[src/rtl/ibex_lsu_data_if_pkg.sv]
// Shared types and helpers for the LSU data-side bus engine.
package ibex_lsu_data_if_pkg;

    // Access size as encoded on lsu_type_i. The encoding 2'b11 is folded onto WORD.
    typedef enum logic [1:0] {
        WORD = 2'b00,
        HALF = 2'b01,
        BYTE = 2'b10
    } ls_type_e;

    // Bus engine states: one request/response pair per word-aligned half.
    typedef enum logic [2:0] {
        IDLE  = 3'd0,
        REQ1  = 3'd1,
        RESP1 = 3'd2,
        REQ2  = 3'd3,
        RESP2 = 3'd4
    } lsu_state_e;

    // Map the raw size field onto the enum, treating the reserved code as a word.
    function automatic ls_type_e decode_type(input logic [1:0] t);
        ls_type_e res;
        case (t)
            2'b01:   res = HALF;
            2'b10:   res = BYTE;
            default: res = WORD;
        endcase
        return res;
    endfunction

    // Rotate a right-aligned store word left by whole bytes so each byte
    // lands on the lane selected by the address offset.
    function automatic logic [31:0] rotl_bytes(input logic [31:0] d, input logic [1:0] o);
        logic [31:0] res;
        case (o)
            2'd1:    res = {d[23:0], d[31:24]};
            2'd2:    res = {d[15:0], d[31:16]};
            2'd3:    res = {d[7:0],  d[31:8]};
            default: res = d;
        endcase
        return res;
    endfunction

    // An access needs two bus transactions when it crosses a word boundary.
    function automatic logic is_split(input ls_type_e t, input logic [1:0] o);
        return ((t == WORD) && (o != 2'd0)) || ((t == HALF) && (o == 2'd3));
    endfunction

endpackage

[src/rtl/ibex_lsu_rdata_align.sv]
// Combinational load-data alignment: offset shift, split-word merge,
// truncation to access size and zero/sign extension.
module ibex_lsu_rdata_align
    import ibex_lsu_data_if_pkg::*;
(
    input  logic [31:0] rdata_i,     // word currently on the bus
    input  logic [23:0] rdata_q_i,   // upper 24 bits of the first word of a split access
    input  logic [1:0]  offset_i,    // byte offset of the access
    input  logic        split_i,     // 1 while completing the second half of a split access
    input  logic [1:0]  type_i,      // access size
    input  logic        sign_ext_i,
    output logic [31:0] data_o
);

    logic [31:0] raw;

    // Select the bytes of the access starting at bit 0, merging both words when split.
    // NOTE: every combinational output gets a default first so no path leaves it unassigned (no latch).
    always_comb begin
        raw = rdata_i >> {offset_i, 3'b000};
        if (split_i) begin
            case (offset_i)
                2'd1:    raw = {rdata_i[7:0],  rdata_q_i};
                2'd2:    raw = {rdata_i[15:0], rdata_q_i[23:8]};
                2'd3:    raw = {rdata_i[23:0], rdata_q_i[23:16]};
                default: raw = rdata_i;
            endcase
        end
    end

    // Truncate to the access size and extend back to 32 bits.
    always_comb begin
        data_o = raw;
        case (type_i)
            HALF:    data_o = {{16{sign_ext_i & raw[15]}}, raw[15:0]};
            BYTE:    data_o = {{24{sign_ext_i & raw[7]}},  raw[7:0]};
            default: data_o = raw;
        endcase
    end

endmodule

[src/rtl/ibex_lsu_data_if.sv]
// LSU data-side bus engine: accepts one load/store, splits misaligned
// accesses into two word-aligned bus transactions and returns one response.
module ibex_lsu_data_if
    import ibex_lsu_data_if_pkg::*;
#(
    parameter logic AbortSecondOnErr = 1'b1
) (
    input  logic        clk_i,
    input  logic        rst_ni,

    input  logic        lsu_req_i,
    input  logic        lsu_we_i,
    input  logic [1:0]  lsu_type_i,
    input  logic        lsu_sign_ext_i,
    input  logic [31:0] lsu_addr_i,
    input  logic [31:0] lsu_wdata_i,
    output logic        lsu_req_ready_o,
    output logic        busy_o,

    output logic        data_req_o,
    input  logic        data_gnt_i,
    input  logic        data_rvalid_i,
    input  logic        data_err_i,
    output logic [31:0] data_addr_o,
    output logic        data_we_o,
    output logic [3:0]  data_be_o,
    output logic [31:0] data_wdata_o,
    input  logic [31:0] data_rdata_i,

    output logic        lsu_resp_valid_o,
    output logic        lsu_resp_err_o,
    output logic [31:0] rf_wdata_lsu_o,
    output logic        rf_we_lsu_o
);

    lsu_state_e  state_q, state_d;
    logic        we_q, we_d;
    ls_type_e    type_q, type_d;
    logic        sign_ext_q, sign_ext_d;
    logic [31:0] addr_q, addr_d;
    logic [31:0] wdata_q, wdata_d;
    logic [23:0] rdata_q, rdata_d;
    logic        err_q, err_d;

    logic [1:0]  offset;
    logic        split;
    logic [31:0] addr1;
    logic [31:0] addr2;
    logic [3:0]  be1;
    logic [3:0]  be2;
    logic        resp_valid;

    assign offset = addr_q[1:0];
    assign split  = is_split(type_q, offset);
    assign addr1  = {addr_q[31:2], 2'b00};
    assign addr2  = addr1 + 32'd4;  // wraps modulo 2^32

    // Byte enables for the first and (if split) second word of the access.
    always_comb begin
        be1 = 4'b0000;
        be2 = 4'b0000;
        case (type_q)
            HALF: begin
                be1 = 4'b0011 << offset;
                be2 = 4'b0001;
            end
            BYTE: begin
                be1 = 4'b0001 << offset;
            end
            default: begin
                be1 = 4'b1111 << offset;
                be2 = 4'b1111 >> (3'd4 - {1'b0, offset});
            end
        endcase
    end

    // Next-state, request capture and bus handshake control.
    always_comb begin
        state_d         = state_q;
        we_d            = we_q;
        type_d          = type_q;
        sign_ext_d      = sign_ext_q;
        addr_d          = addr_q;
        wdata_d         = wdata_q;
        rdata_d         = rdata_q;
        err_d           = err_q;
        lsu_req_ready_o = 1'b0;
        data_req_o      = 1'b0;
        resp_valid      = 1'b0;

        case (state_q)
            IDLE: begin
                lsu_req_ready_o = 1'b1;
                if (lsu_req_i) begin
                    we_d       = lsu_we_i;
                    type_d     = decode_type(lsu_type_i);
                    sign_ext_d = lsu_sign_ext_i;
                    addr_d     = lsu_addr_i;
                    wdata_d    = rotl_bytes(lsu_wdata_i, lsu_addr_i[1:0]);
                    err_d      = 1'b0;
                    state_d    = REQ1;
                end
            end
            REQ1: begin
                data_req_o = 1'b1;
                if (data_gnt_i) state_d = RESP1;
            end
            RESP1: begin
                if (data_rvalid_i) begin
                    if (split && !(data_err_i && AbortSecondOnErr)) begin
                        rdata_d = data_rdata_i[31:8];
                        err_d   = err_q | data_err_i;
                        state_d = REQ2;
                    end else begin
                        resp_valid = 1'b1;
                        state_d    = IDLE;
                    end
                end
            end
            REQ2: begin
                data_req_o = 1'b1;
                if (data_gnt_i) state_d = RESP2;
            end
            RESP2: begin
                if (data_rvalid_i) begin
                    resp_valid = 1'b1;
                    state_d    = IDLE;
                end
            end
            default: state_d = IDLE;
        endcase
    end

    // State, captured request, first-word data and sticky error.
    // NOTE: sequential state uses non-blocking assignments only, so every flop samples pre-edge values.
    always_ff @(posedge clk_i or negedge rst_ni) begin
        if (!rst_ni) begin
            state_q    <= IDLE;
            we_q       <= 1'b0;
            type_q     <= WORD;
            sign_ext_q <= 1'b0;
            addr_q     <= 32'd0;
            wdata_q    <= 32'd0;
            rdata_q    <= 24'd0;
            err_q      <= 1'b0;
        end else begin
            state_q    <= state_d;
            we_q       <= we_d;
            type_q     <= type_d;
            sign_ext_q <= sign_ext_d;
            addr_q     <= addr_d;
            wdata_q    <= wdata_d;
            rdata_q    <= rdata_d;
            err_q      <= err_d;
        end
    end

    assign busy_o       = (state_q != IDLE);
    assign data_addr_o  = (state_q == REQ2) ? addr2 : addr1;
    assign data_be_o    = (state_q == REQ1) ? be1 : ((state_q == REQ2) ? be2 : 4'b0000);
    assign data_we_o    = we_q;
    assign data_wdata_o = wdata_q;

    assign lsu_resp_valid_o = resp_valid;
    assign lsu_resp_err_o   = resp_valid & (err_q | data_err_i);
    assign rf_we_lsu_o      = resp_valid & ~we_q & ~lsu_resp_err_o;

    ibex_lsu_rdata_align u_rdata_align (
        .rdata_i    (data_rdata_i),
        .rdata_q_i  (rdata_q),
        .offset_i   (offset),
        .split_i    (state_q == RESP2),
        .type_i     (type_q),
        .sign_ext_i (sign_ext_q),
        .data_o     (rf_wdata_lsu_o)
    );

endmodule

[config.mk]
export PLATFORM = sky130hd
export DESIGN_NAME = ibex_lsu_data_if
export DESIGN_NICKNAME = d
export VERILOG_FILES = /design/src/rtl/ibex_lsu_data_if_pkg.sv /design/src/rtl/ibex_lsu_rdata_align.sv /design/src/rtl/ibex_lsu_data_if.sv
export SDC_FILE = /design/constraint.sdc
export NUM_CORES = 1
export LEC_CHECK = 0
export BUFFER_PORTS_ARGS = -buffer_cell sky130_fd_sc_hd__buf_4
export CORE_ASPECT_RATIO = 1.25
export CORE_MARGIN = 2
export CORE_UTILIZATION = 35
export DETAILED_ROUTE_END_ITERATION = 16
export PLACE_DENSITY = 0.69
export SLEW_MARGIN = 15
export SYNTH_ARGS = -nofsm -noshare
export SYNTH_HDL_FRONTEND = slang
export SYNTH_SLANG_ARGS = --single-unit
[constraint.sdc]
create_clock -name clk_i -period 4.1 [get_ports clk_i]
set_input_delay 1.23 -clock clk_i [delete_from_list [all_inputs] [get_ports clk_i]]
set_output_delay 1.23 -clock clk_i [all_outputs]
set_load 0.1 [all_outputs]
# Word level (Yosys, flattened, before mapping)
# Index checks and enable logic that the tools add are counted.
totals:
  regBits: 96
  in_bits: 106
  wordCells: 85
classes:
  muxes: 27
  n_reduce_logical: 15
  n_addsub: 2
  eq_ne: 20
  shifts: 5
  bitwise_logic: 8
op_table:
  columns: ["cell", "count"]
  rows:
  - ["$pmux 32 s3", 2]
  - ["$mux 32", 2]
  - ["$pmux 32 s2", 1]
  - ["$add 32x3->32 const B", 1]
  - ["$shr 32x5->32", 1]
  - ["$pmux 4 s2", 2]
  - ["$mux 3", 5]
  - ["$pmux 3 s5", 1]
  - ["$eq 2x2->1 const B", 6]
  - ["$ne 2x2->1 const B", 6]
  - ["$eq 2x1->1 const B", 4]
  - ["$mux 1", 8]
  - ["$mux 4", 2]
  - ["$eq 3x2->1 const B", 2]
  - ["$and 1x1->1", 5]
  - ["$reduce_and 5->1", 1]
  - ["$pmux 1 s2", 2]
  - ["$pmux 2 s2", 1]
  - ["$reduce_and 4->1", 1]
  - ["$reduce_bool 2->1", 2]
  - ["$shl 1x2->4 const A", 1]
  - ["$shl 2x2->4 const A", 1]
  - ["$shl 4x2->4 const A", 1]
  - ["$shr 4x3->4 const A", 1]
  - ["15 further kinds", 18]

# Longest topological paths before layout
logic_depth:
  depth_word: 10
  mapped_depth: 8
  ltp_nobuf: 6

# By module
# From an unflattened synthesis, not the netlist that was laid out.
hier_totals:
  hier_cells: 640
  area_unflattened_um2: 7156.9
modules_own_cells:
  columns: ["module", "n_inst", "area_per_inst_um2", "cells_each"]
  rows:
  - ["ibex_lsu_data_if", 1, 5270.1, 387]
  - ["ibex_lsu_rdata_align", 1, 1886.8, 253]

# Worst setup path before layout
# Ideal clock, no wire load.
synth_timing:
  path_type: "register to output"
  start: "register addr_q[1]"
  end: "output data_be_o[3]"
  stages_incl_launch_ff: 6
  t_required_ps: 2870
  path_buffers: 3
  arrival_time_ps: 5831
  setup_slack_ps: -2961
  cell_sequence: "dfrtp_1 > buf_2 > buf_4 > buf_2 > nor2_1 > a2111oi_0"
synth_via:
  elab_chain_cells: 5
  word_cells_on_any_way: 9
  classes_between: "add/sub (1); shift (4); mux (4)"
synth_rtl:
  columns: ["item", "line", "source"]
  rows:
  - ["start, declared", "ibex_lsu_data_if.sv:40", "logic [31:0] addr_q, addr_d;"]
  - ["start signal, assigned", "ibex_lsu_data_if.sv:151", "addr_q <= addr_d;"]
  - ["$sub 3x2->3", "ibex_lsu_data_if.sv:72", "be2 = 4'b1111 >> (3'd4 - {1'b0, offset});"]
  - ["$shr 4x3->4", "ibex_lsu_data_if.sv:72", null]
  - ["$pmux 4 s2", "ibex_lsu_data_if.sv:62", "case (type_q)"]
  - ["$mux 4", "ibex_lsu_data_if.sv:160", "assign data_be_o = (state_q == REQ1) ? be1 : ((state_q == REQ2) ? be2 : 4'b0000);"]
  - ["$mux 4 *", "ibex_lsu_data_if.sv:160", null]
  - ["end, declared", "ibex_lsu_data_if.sv:26", "output logic [3:0] data_be_o,"]
# Mark *: on every way between the ends. The rest lies on a longest branch, timed or not.

# Worst setup path in the final report
layout_timing:
  start: "input data_rdata_i[23]"
  end: "output rf_wdata_lsu_o[22]"
layout_via:
  elab_chain_cells: 4
  word_cells_on_any_way: 5
  classes_between: "shift (1); mux (2); bitwise (2)"
layout_rtl:
  columns: ["item", "line", "source"]
  rows:
  - ["start, declared", "ibex_lsu_data_if.sv:28", "input logic [31:0] data_rdata_i,"]
  - ["$shr 32x5->32 *", "ibex_lsu_rdata_align.sv:20", "raw = rdata_i >> {offset_i, 3'b000};"]
  - ["$mux 32 *", "ibex_lsu_rdata_align.sv:21", "if (split_i) begin"]
  - ["$and 1x1->1, on equally long branches", "ibex_lsu_rdata_align.sv:36, ibex_lsu_rdata_align.sv:35", null]
  - ["$pmux 32 s2 *", "ibex_lsu_rdata_align.sv:34", "case (type_i)"]
  - ["end, declared", "ibex_lsu_data_if.sv:32", "output logic [31:0] rf_wdata_lsu_o,"]
# Marks and branches as above.

==> impl_metrics.csv <==
group,metric,value,unit
logic_synthesis,synthAdderAreaFrac,0.00904,
critical_path,slowest_delay,0.36,ns
global_routing,grt_pass1_wl,30300,um
global_routing,grt_max_degree,73,
routing,via_count,5769,
critical_path,path_cells,"buf_4 -> mux2i_1 -> a221oi_1 -> o221ai_2 -> buf_4 -> o211ai_1 -> buf_4",
layout,nets,926,
timing,period_share,0.950,
routing,drtPass1Iterations,6,
clock_network,hold_buffers,0,
routing,drt-initial-drc-count,278,
timing,slew_violations,0,
routing,drc_errors,0,
global_routing,antenna_found_initial,0,
clock_network,htreeDepth,3,
logic_synthesis,synth_compound_area_frac,0.0904,
critical_path,cp_num_buf_inv,3,
logic_synthesis,synth_top_family_by_area,"multiplexers",
critical_path,worstPathArrival,2.67,ns
die,dieHeight,161,um
timing,whs,0.492,ns
logic_synthesis,avgSynthCellArea,11.1,um2
timing,fmax,257,MHz
logic_synthesis,synth_xor_xnor_area_share,0.0380,
timing,fin_skew,0.00794,ns
worst_hold_path,min_path_type,"reg -> reg",
logic_synthesis,ys_types,55,
routing,routed_wl,18700,um
layout,final_layout_size_suffix_gt1_frac,0.428,
timing,layout_setup_ws,0.203,ns
logic_synthesis,yosys-top-cells-count,"dfrtp_1, mux2_1, mux2i_1",
clock_network,cts_buffers,9,
logic_synthesis,synth_area,6920,um2
logic_synthesis,synth_flop_cell,"dfrtp_1",
critical_path,path_max_fanout,24,
clock_network,clk_latency,0.34,ns
clock_network,tritoncts,"done",
routing,routedWlPerCell,17.3,um
critical_path,critical_path.endpoint_type,"output port",
critical_path,start_kind,"primary input",
layout,syn2layout_area_growth,33.7,%
logic_synthesis,synth_most_common_cell,"dfrtp_1",
die,dieArea,20900,um2
placement,dp.cells,1069,
die,coreArea,19400,um2
die,start_util,0.357,
placement,place_congestion,0.847,
logic_synthesis,yosysSeqAreaShare,0.347,
die,pin_count,213,
logic_synthesis,async_reset_ff_frac,1.00,
clock_network,cts.sinks,96,
critical_path,cp_top_family,"buffers and inverters",
die,std_cell_rows,57,
logic_synthesis,ys_warn_count,0,
flow_run,maxCapViolations,0,
routing,ant_nets,0,
global_routing,grt_pass1_vias,5904,
routing,viasPerCell,5.32,
critical_path,crit_type,"in -> out",
placement,portBuffers,210,
critical_path,crit_required,2.87,ns
timing,finalCriticalPeriod,3.90,ns
logic_synthesis,muxShareOfSynthArea,0.352,
global_routing,grt.total_usage,0.181,
logic_synthesis,synth.top_cells.by_area,"dfrtp_1, mux4_2, mux2_1",
layout,antennaDiodeCount,0,
placement,place_ws,0.200,ns
timing,slew_headroom,0.358,
clock_network,cts-root-buf,"clkbuf_16",
clock_network,clk_pin_slew,0.07,ns
logic_synthesis,ys_ff_latch,96,
logic_synthesis,synth_edf_count,0,
critical_path,crit_top_cell,"buf_4",
clock_network,clk_path_buf_depth,2,
logic_synthesis,syn_inst,626,
outcome,status,"complete, no violations",
timing,setup_viol,0,
logic_synthesis,yosysTopAreaCellShare,0.347,
timing,rsz0062_at_grt,"false",
logic_synthesis,synthSimpleGateAreaFrac,0.116,
logic_synthesis,yosysTopAreaCell,"dfrtp_1",
layout,stdcell_count,1085,
clock_network,cts_setup_buffers,0,
timing,hold_viol,0,
die,die_w,130,um
global_routing,grt_remaining_overflow,0,
timing,worstMarginPinSlew,0.962,ns
placement,dp_hpwl,14100,um
critical_path,slowest_stage,"a221oi_1",
clock_network,cts.repair.resized,0,
==> placed cells by master, fill, tap and decap left out, drive strengths merged, types with 5 or more instances in the layout <==
master   synthesis  layout
a22oi           12      12
o211ai           5       5
nand2b          13      13
xor2            20      20
nor3            23      23
a2bb2oi          5       5
o21ai           26      26
nand4            7       7
a221oi           6       6
nand3           22      22
mux4            43      43
ha               5       5
mux2            91      91
nor4             5       5
nor2            31      31
dfrtp           96      96
inv             23      24
o221ai           5       5
buf             28     229
clkbuf          24      10
mux2i           44      44
xnor2           10      10
nand2           22      22
a21oi           29      29
==> routing by layer <==
| metal | share of wire | vias to the layer above | GRT usage | wire length, um |
|---|---|---|---|---|
| met5 | 0 | - | 0 | 0 |
| met4 | 0.022 | 0 | 0.0650 | 420 |
| met3 | 0.068 | 29 | 0.0447 | 1280 |
| met2 | 0.50 | 200 | 0.307 | 9320 |
| met1 | 0.41 | 2840 | 0.224 | 7730 |
| li1 | - | 2700 | - | - |
==> layout make-up <==
type / count / area, um2
fillers: 1854 / 10100
clock inverters: 6 / 66.3
multi-input cells: 456 / 4360
repair buffers: 229 / 1760
flip-flops and latches: 96 / 2400
well taps: 265 / 332
clock buffers: 10 / 239
inverters: 23 / 86.3
==> registers in the layout, indices dropped and copies added, names as in the netlist <==
register and cells:
rdata_q 24, sign_ext_q 1, data_we_o 1, type_q 2, err_q 1, addr_q 32
state_q 3, data_wdata_o 32
==> metrics by stage <==
step                      instance area, um2  TNS (ns)  utilization
after floorplan                         7080     -3.61            -
after global placement                  8940         0        0.461
after detailed placement                8940         0        0.461
after CTS                               9250         0        0.477
after global routing                    9250         0        0.477
final                                   9250         0        0.477
==> cell families after synthesis <==
logic type / after synthesis
muxes: 178
and+or+nand+nor: 144
other: 1
xor gates and xnor gates: 30
DFF: 96
AOI/OAI and AO/OA: 97
buffers and inverters: 75
adders and majority gates: 5
==> worst paths after layout <==
kind                                   from                  to  slack, ns  cells past startpoint
min reg2reg                      addr_q[16]          addr_q[16]       0.49                      1
min in group asynchronous            rst_ni          rdata_q[7]       0.89                      1
min                              addr_q[16]          addr_q[16]       0.49                      1
max                        data_rdata_i[23]  rf_wdata_lsu_o[22]       0.20                      7
max in group asynchronous            rst_ni     data_wdata_o[6]       2.48                      2
max reg2reg                      state_q[0]     data_wdata_o[3]       1.87                      4
Power is not shown: default switching activity piles up to over one toggle a cycle in this logic, so the estimate is an artifact.
